--- config.mk ---
export PLATFORM = sky130hd
export DESIGN_NAME = alu_arbiter
export DESIGN_NICKNAME = d
export VERILOG_FILES = /design/src/rtl/alu_pkg.sv /design/src/rtl/alu_arb_grant.sv /design/src/rtl/alu_arbiter.sv
export SDC_FILE = /design/constraint.sdc
export NUM_CORES = 1
export LEC_CHECK = 0
export CAP_MARGIN = 20
export CORE_ASPECT_RATIO = 1.4
export CORE_MARGIN = 10
export CORE_UTILIZATION = 41
export CTS_CLUSTER_DIAMETER = 120
export DETAILED_ROUTE_END_ITERATION = 8
export GPL_ROUTABILITY_DRIVEN = 1
export PLACE_DENSITY = 0.86
export SLEW_MARGIN = 25
export SYNTH_ARGS = -nofsm -noshare
export SYNTH_HDL_FRONTEND = slang
export SYNTH_SLANG_ARGS = --single-unit
export TNS_END_PERCENT = 50
--- constraint.sdc ---
create_clock -name clk -period 5.6 [get_ports clk]
set_input_delay 1.12 -clock clk [delete_from_list [all_inputs] [get_ports clk]]
set_output_delay 1.12 -clock clk [all_outputs]
set_load 0.02 [all_outputs]
--- src/rtl/alu_pkg.sv ---
// Shared types for the two-requester ALU arbiter: opcodes, flag bundle and FSM states.
package alu_pkg;

  typedef enum logic [3:0] {
    ALU_ADD  = 4'b0000,
    ALU_SLL  = 4'b0001,
    ALU_SLT  = 4'b0010,
    ALU_SLTU = 4'b0011,
    ALU_XOR  = 4'b0100,
    ALU_SRL  = 4'b0101,
    ALU_OR   = 4'b0110,
    ALU_AND  = 4'b0111,
    ALU_SUB  = 4'b1000,
    ALU_SRA  = 4'b1101
  } alu_op_e;

  // Packed MSB-first so the struct maps directly onto {Zero, Negative, Carry, Overflow}.
  typedef struct packed {
    logic zero;
    logic negative;
    logic carry;
    logic overflow;
  } alu_flags_t;

  typedef enum logic [1:0] {
    ST_IDLE,
    ST_EXEC,
    ST_RESP
  } arb_state_e;

endpackage

--- src/rtl/alu_arb_grant.sv ---
// One-hot grant between two requesters; round-robin when ALU_ARB_RR_EN is defined,
// otherwise fixed priority with requester 0 winning.
module alu_arb_grant (
  input  logic [1:0] req,
  input  logic       last_grant,
  output logic [1:0] grant
);

`ifdef ALU_ARB_RR_EN
  always_comb begin
    grant = '0;
    if (req == 2'b11) grant = last_grant ? 2'b01 : 2'b10;
    else              grant = req;
  end
`else
  logic unused_last_grant;
  assign unused_last_grant = last_grant;

  always_comb begin
    grant = '0;
    if (req[0])      grant = 2'b01;
    else if (req[1]) grant = 2'b10;
  end
`endif

endmodule

--- src/rtl/alu_arbiter.sv ---
// Arbitrates two requesters onto one external ALU, one operation in flight at a time.
// Arbitration policy selected by ALU_ARB_RR_EN (round-robin) or fixed priority by default.
module alu_arbiter
  import alu_pkg::*;
(
  input  logic        clk,
  input  logic        rst,
  input  logic [1:0]  req_valid,
  output logic [1:0]  req_ready,
  input  logic [31:0] req_a0,
  input  logic [31:0] req_b0,
  input  logic [31:0] req_a1,
  input  logic [31:0] req_b1,
  input  logic [3:0]  req_op0,
  input  logic [3:0]  req_op1,
  output logic [1:0]  rsp_valid,
  input  logic [1:0]  rsp_ready,
  output logic [31:0] rsp_result,
  output logic [3:0]  rsp_flags,
  output logic [31:0] alu_a,
  output logic [31:0] alu_b,
  output logic [3:0]  alu_op,
  input  logic [31:0] alu_result,
  input  logic        alu_carry,
  input  logic        alu_zero,
  input  logic        alu_negative,
  input  logic        alu_overflow
);

  arb_state_e  state, state_next;
  logic [1:0]  grant;
  logic        last_grant;
  logic        id;
  logic        accept;
  logic [31:0] a_q, b_q, result_q;
  logic [3:0]  op_q;
  alu_flags_t  flags_q;

  alu_arb_grant u_grant (
    .req        (req_valid),
    .last_grant (last_grant),
    .grant      (grant)
  );

  assign req_ready = (state == ST_IDLE) ? grant : 2'b00;
  assign accept    = |(req_valid & req_ready);

  always_comb begin
    state_next = state;
    rsp_valid  = '0;
    case (state)
      ST_IDLE: if (accept) state_next = ST_EXEC;
      ST_EXEC: state_next = ST_RESP;
      ST_RESP: begin
        rsp_valid[id] = 1'b1;
        if (rsp_ready[id]) state_next = ST_IDLE;
      end
      default: state_next = ST_IDLE;
    endcase
  end

  always_ff @(posedge clk or posedge rst) begin
    if (rst) state <= ST_IDLE;
    else     state <= state_next;
  end

  always_ff @(posedge clk or posedge rst) begin
    if (rst) begin
      a_q        <= '0;
      b_q        <= '0;
      op_q       <= ALU_ADD;
      id         <= 1'b0;
      last_grant <= 1'b1;
      result_q   <= '0;
      flags_q    <= '0;
    end else begin
      if (state == ST_IDLE && accept) begin
        id   <= req_ready[1];
        a_q  <= req_ready[1] ? req_a1  : req_a0;
        b_q  <= req_ready[1] ? req_b1  : req_b0;
        op_q <= req_ready[1] ? req_op1 : req_op0;
`ifdef ALU_ARB_RR_EN
        last_grant <= req_ready[1];
`endif
      end
      if (state == ST_EXEC) begin
        result_q <= alu_result;
        flags_q  <= {alu_zero, alu_negative, alu_carry, alu_overflow};
      end
    end
  end

  assign alu_a      = a_q;
  assign alu_b      = b_q;
  assign alu_op     = op_q;
  assign rsp_result = result_q;
  assign rsp_flags  = flags_q;

endmodule

==> flow_metrics.py <==
metrics = {
    "sta": {
        "timing_worst_slew_pin_value_ns": 0.825,
        "final.setup.worst_slack_ns": 1.54,
        "grt_setup_unrepaired": "no",
        "final_max_slew_viol_count": 0,
        "final.min_clock_period_ns": 4.06,
        "timing.fmax_mhz": 246,
        "timing.max_slew.rel_slack_pct": 45.0,
        "fin_crit_sh_pct": 72.5,
        "finalClockSkew_ns": 0.00783,
        "fin_tns_setup_ns": 0,
        "final-hold-violation-count": 0,
        "setup_viol": 0,
        "finalHoldWorstSlack_ns": 0.504,
    },
    "die": {
        "fp.dieArea_mm2": 0.0170,
        "core_area_mm2": 0.0118,
        "die-width_um": 113,
        "rows": 47,
        "pin_count": 286,
        "initial_utilization_pct": 42.0,
        "die_y_um": 150,
    },
    "status": {
        "run_status": "finished, final reports clean",
    },
    "setup_path": {
        "critical_path_arrival_ns": 2.94,
        "sum_of_buffers_and_inverters_on_the_critical_path": 3,
        "critical_path_required_ns": 4.48,
        "setup_slack_of_the_most_critical_reg_to_reg_path_ns": 3.36,
        "cp_cell_sequence": "clkdlybuf4s50_1, or4b_2, inv_1, clkdlybuf4s50_1",
        "regToRegEndpoint": "alu_a[0]",
        "worstSetupStartpointType": "input port",
        "cp-end-kind": "output port",
        "crit_fanout": 4,
        "cp_slowest_stage_delay_ns": 0.65,
        "r2r_cells": 4,
        "critPathSlowestCell": "or4b_2",
        "path_delay_family": "buffers and inverters",
        "critical-path-top-cell-by-count": "clkdlybuf4s50_1",
        "reg2reg_from": "state[0]",
        "worstSetupPathType": "in -> out",
    },
    "pwr": {
        "pwr-share-clk_pct": 13.2,
        "powerDensity_mw_per_mm2": 567,
        "combinationalPowerShare_pct": 56.3,
        "netSwitchingPower_w": 0.00167,
        "vdd.ir_drop.worst_mv": 0.400,
        "p_seq_share_pct": 30.5,
        "netSwitchingFraction_pct": 35.9,
        "p_leak_nw": 3.61,
        "cell_internal_pwr_w": 0.00297,
    },
    "clock_tree": {
        "tritoncts_num_sinks": 107,
        "cts_tree": "done",
        "htree_levels": 3,
        "cts-root-to-sink-buffers": 2,
        "ctsHoldBuffers": 0,
        "post_cts_resize_count": 0,
        "root_buffer": "clkbuf_16",
        "worst_path_clk_slew_ns": 0.07,
        "number_of_setup_buffers_added_after_cts": 0,
        "cts_made_buffers": 9,
        "worstSkewPairLatency_ns": 0.34,
    },
    "cells_and_area": {
        "fin_nets": 773,
        "layout-drive-gt1-share_pct": 21.7,
        "post-route-cell-area_mm2": 0.00819,
        "flow.area_growth_from_synthesis_pct": 64.8,
        "num-fill-cells": 859,
        "post-route-util_pct": 69.3,
        "number_of_diodes_added_for_antenna_fixing": 0,
    },
    "yosys": {
        "synth_register_bits": 107,
        "synth_seq_area_share_pct": 53.9,
        "synthesis.area_per_instance_um2": 15.5,
        "syn_nets": 499,
        "postSynthCellCount": 321,
        "syn_area_mm2": 0.00497,
        "ys_types": 17,
        "yosysWarningCount": 0,
    },
    "hold_path": {
        "min_path_cells": 1,
        "timing.hold.worst.class": "reg -> reg",
        "min_delay_worst_endpoint": "rsp_result[29]",
        "hold_start": "rsp_result[29]",
    },
    "global_route": {
        "first_pass_grt_wire_length_um": 24700,
        "globalRouteTotalUtil_pct": 18.3,
        "grt_remaining_overflow": 0,
        "grt_max_degree": 71,
        "antenna_found_initial": 1,
        "grt_pass1_vias": 4388,
    },
    "place": {
        "dp_worst_setup_slack_ns": 1.55,
        "gp_congestion": 0.802,
        "port_buffers": 285,
        "place_hpwl_um": 13000,
        "area_of_placed_instances_mm2": 0.00789,
    },
    "detailed_routing": {
        "detail_route.wl_per_cell_um": 21.7,
        "drt-vias-per-instance": 5.09,
        "first_iter_violations": 152,
        "drt_drc_violations_left": 0,
        "final_antenna_net_count": 0,
        "routed_wirelength_um": 16200,
        "via_count": 3800,
        "drtPass1Iterations": 6,
    },
    "run": {
        "cap_viol_max_count": 0,
    },
}
-- Yosys cell counts, drive strengths merged --
cell type / instances / area (µm²)
or4b: 1 / 10.0
buf: 19 / 148
nand2b: 1 / 6.26
a22o: 68 / 596
o21ai: 2 / 10.0
clkbuf: 8 / 30.0
mux2: 105 / 1440
or2b: 1 / 7.51
nor3: 1 / 10.0
nor2b: 1 / 6.26
nor2: 3 / 11.3
nor3b: 1 / 7.51
dfrtp: 107 / 2680
inv: 3 / 11.3
-- how the worst max path moves through the flow --
stage,startpoint,to,cells past startpoint
after floorplan,rst,alu_a[0],1
after global placement,req_valid[0],req_ready[1],4
after detailed placement,req_valid[0],req_ready[1],4
after CTS,req_valid[0],req_ready[1],4
after global routing,req_valid[0],req_ready[1],4
final,req_valid[0],req_ready[1],4
-- cell type report --
| cell class | instances | area, µm² | area share [%] |
|---|---|---|---|
| clock buffer | 10 | 239 | 2.92 |
| clock inverter | 6 | 56.3 | 0.688 |
| multi-input combinational | 184 | 2120 | 25.8 |
| timing repair buffer | 290 | 2900 | 35.4 |
| tap | 147 | 184 | 2.25 |
| sequential | 107 | 2680 | 32.7 |
| inverter | 3 | 13.8 | 0.168 |
-- logic make-up (layout without fill, tap and decap cells) --
logic type             after synthesis  in the layout  synth area share, %
and+or+nand+nor                      9              9                 1.18
buffers and inverters               30            309                 3.80
DFF                                107            107                 53.9
muxes                              105            105                 28.9
AOI/OAI and AO/OA                   70             70                 12.2
-- flip-flops by register name, indices dropped and copies added, names as in the netlist --
name,flops
alu_b,32
rsp_flags,4
rsp_result,32
alu_op,4
id,1
state,2
alu_a,32
-- cells in the final DEF (no fill, tap or decap) --
cell               n
a22o_1            68
inv_4              1
inv_8              2
or4b_2             1
buf_12             1
clkinv_4           2
or2b_1             1
buf_4              4
dfrtp_1          107
o21ai_0            2
mux2_2            37
inv_6              1
clkbuf_16          9
clkbuf_8           1
mux2_4            68
nor2b_4            1
clkinvlp_4         1
nor3b_1            1
nand2b_1           1
nor3_4             1
nor2_1             3
inv_1              2
clkdlybuf4s50_1  285
-- worst reg2reg max path, stage by stage (launching register included) --
cell	delay [ns]
dfrtp_1	0.45
or4b_2	0.71
buf_4	0.37
a22o_1	0.34
mux2_4	0.26
-- power by group through the flow --
stage / Clock, W / Sequential (W) / Combinational (W)
5_1_grt: 0.000658 / 0.00147 / 0.00275
3_3_place_gp: 0 / 0.00140 / 0.00260
4_1_cts: 0.000628 / 0.00142 / 0.00266
6_report: 0.000612 / 0.00142 / 0.00261
2_1_floorplan: 0 / 0.00187 / 0.00102
3_5_place_dp: 0 / 0.00142 / 0.00265
-- per-layer routing --
| layer | global-route usage (%) | up-vias | part of all wire, % |
|---|---|---|---|
| li1 | - | 1745 | - |
| met1 | 19.6 | 1852 | 36 |
| met2 | 32.7 | 178 | 53 |
| met3 | 6.97 | 23 | 8.7 |
| met4 | 5.28 | 2 | 1.7 |
| met5 | 0 | - | 0.043 |
-- through the flow --
stage	cells	power, W
finish	747	0.00464
CTS	747	0.00471
detailed placement	731	0.00407
global route	747	0.00488
floorplan	321	0.00289
global placement	731	0.00401
Note: power is estimated with default switching activity, not from simulation.
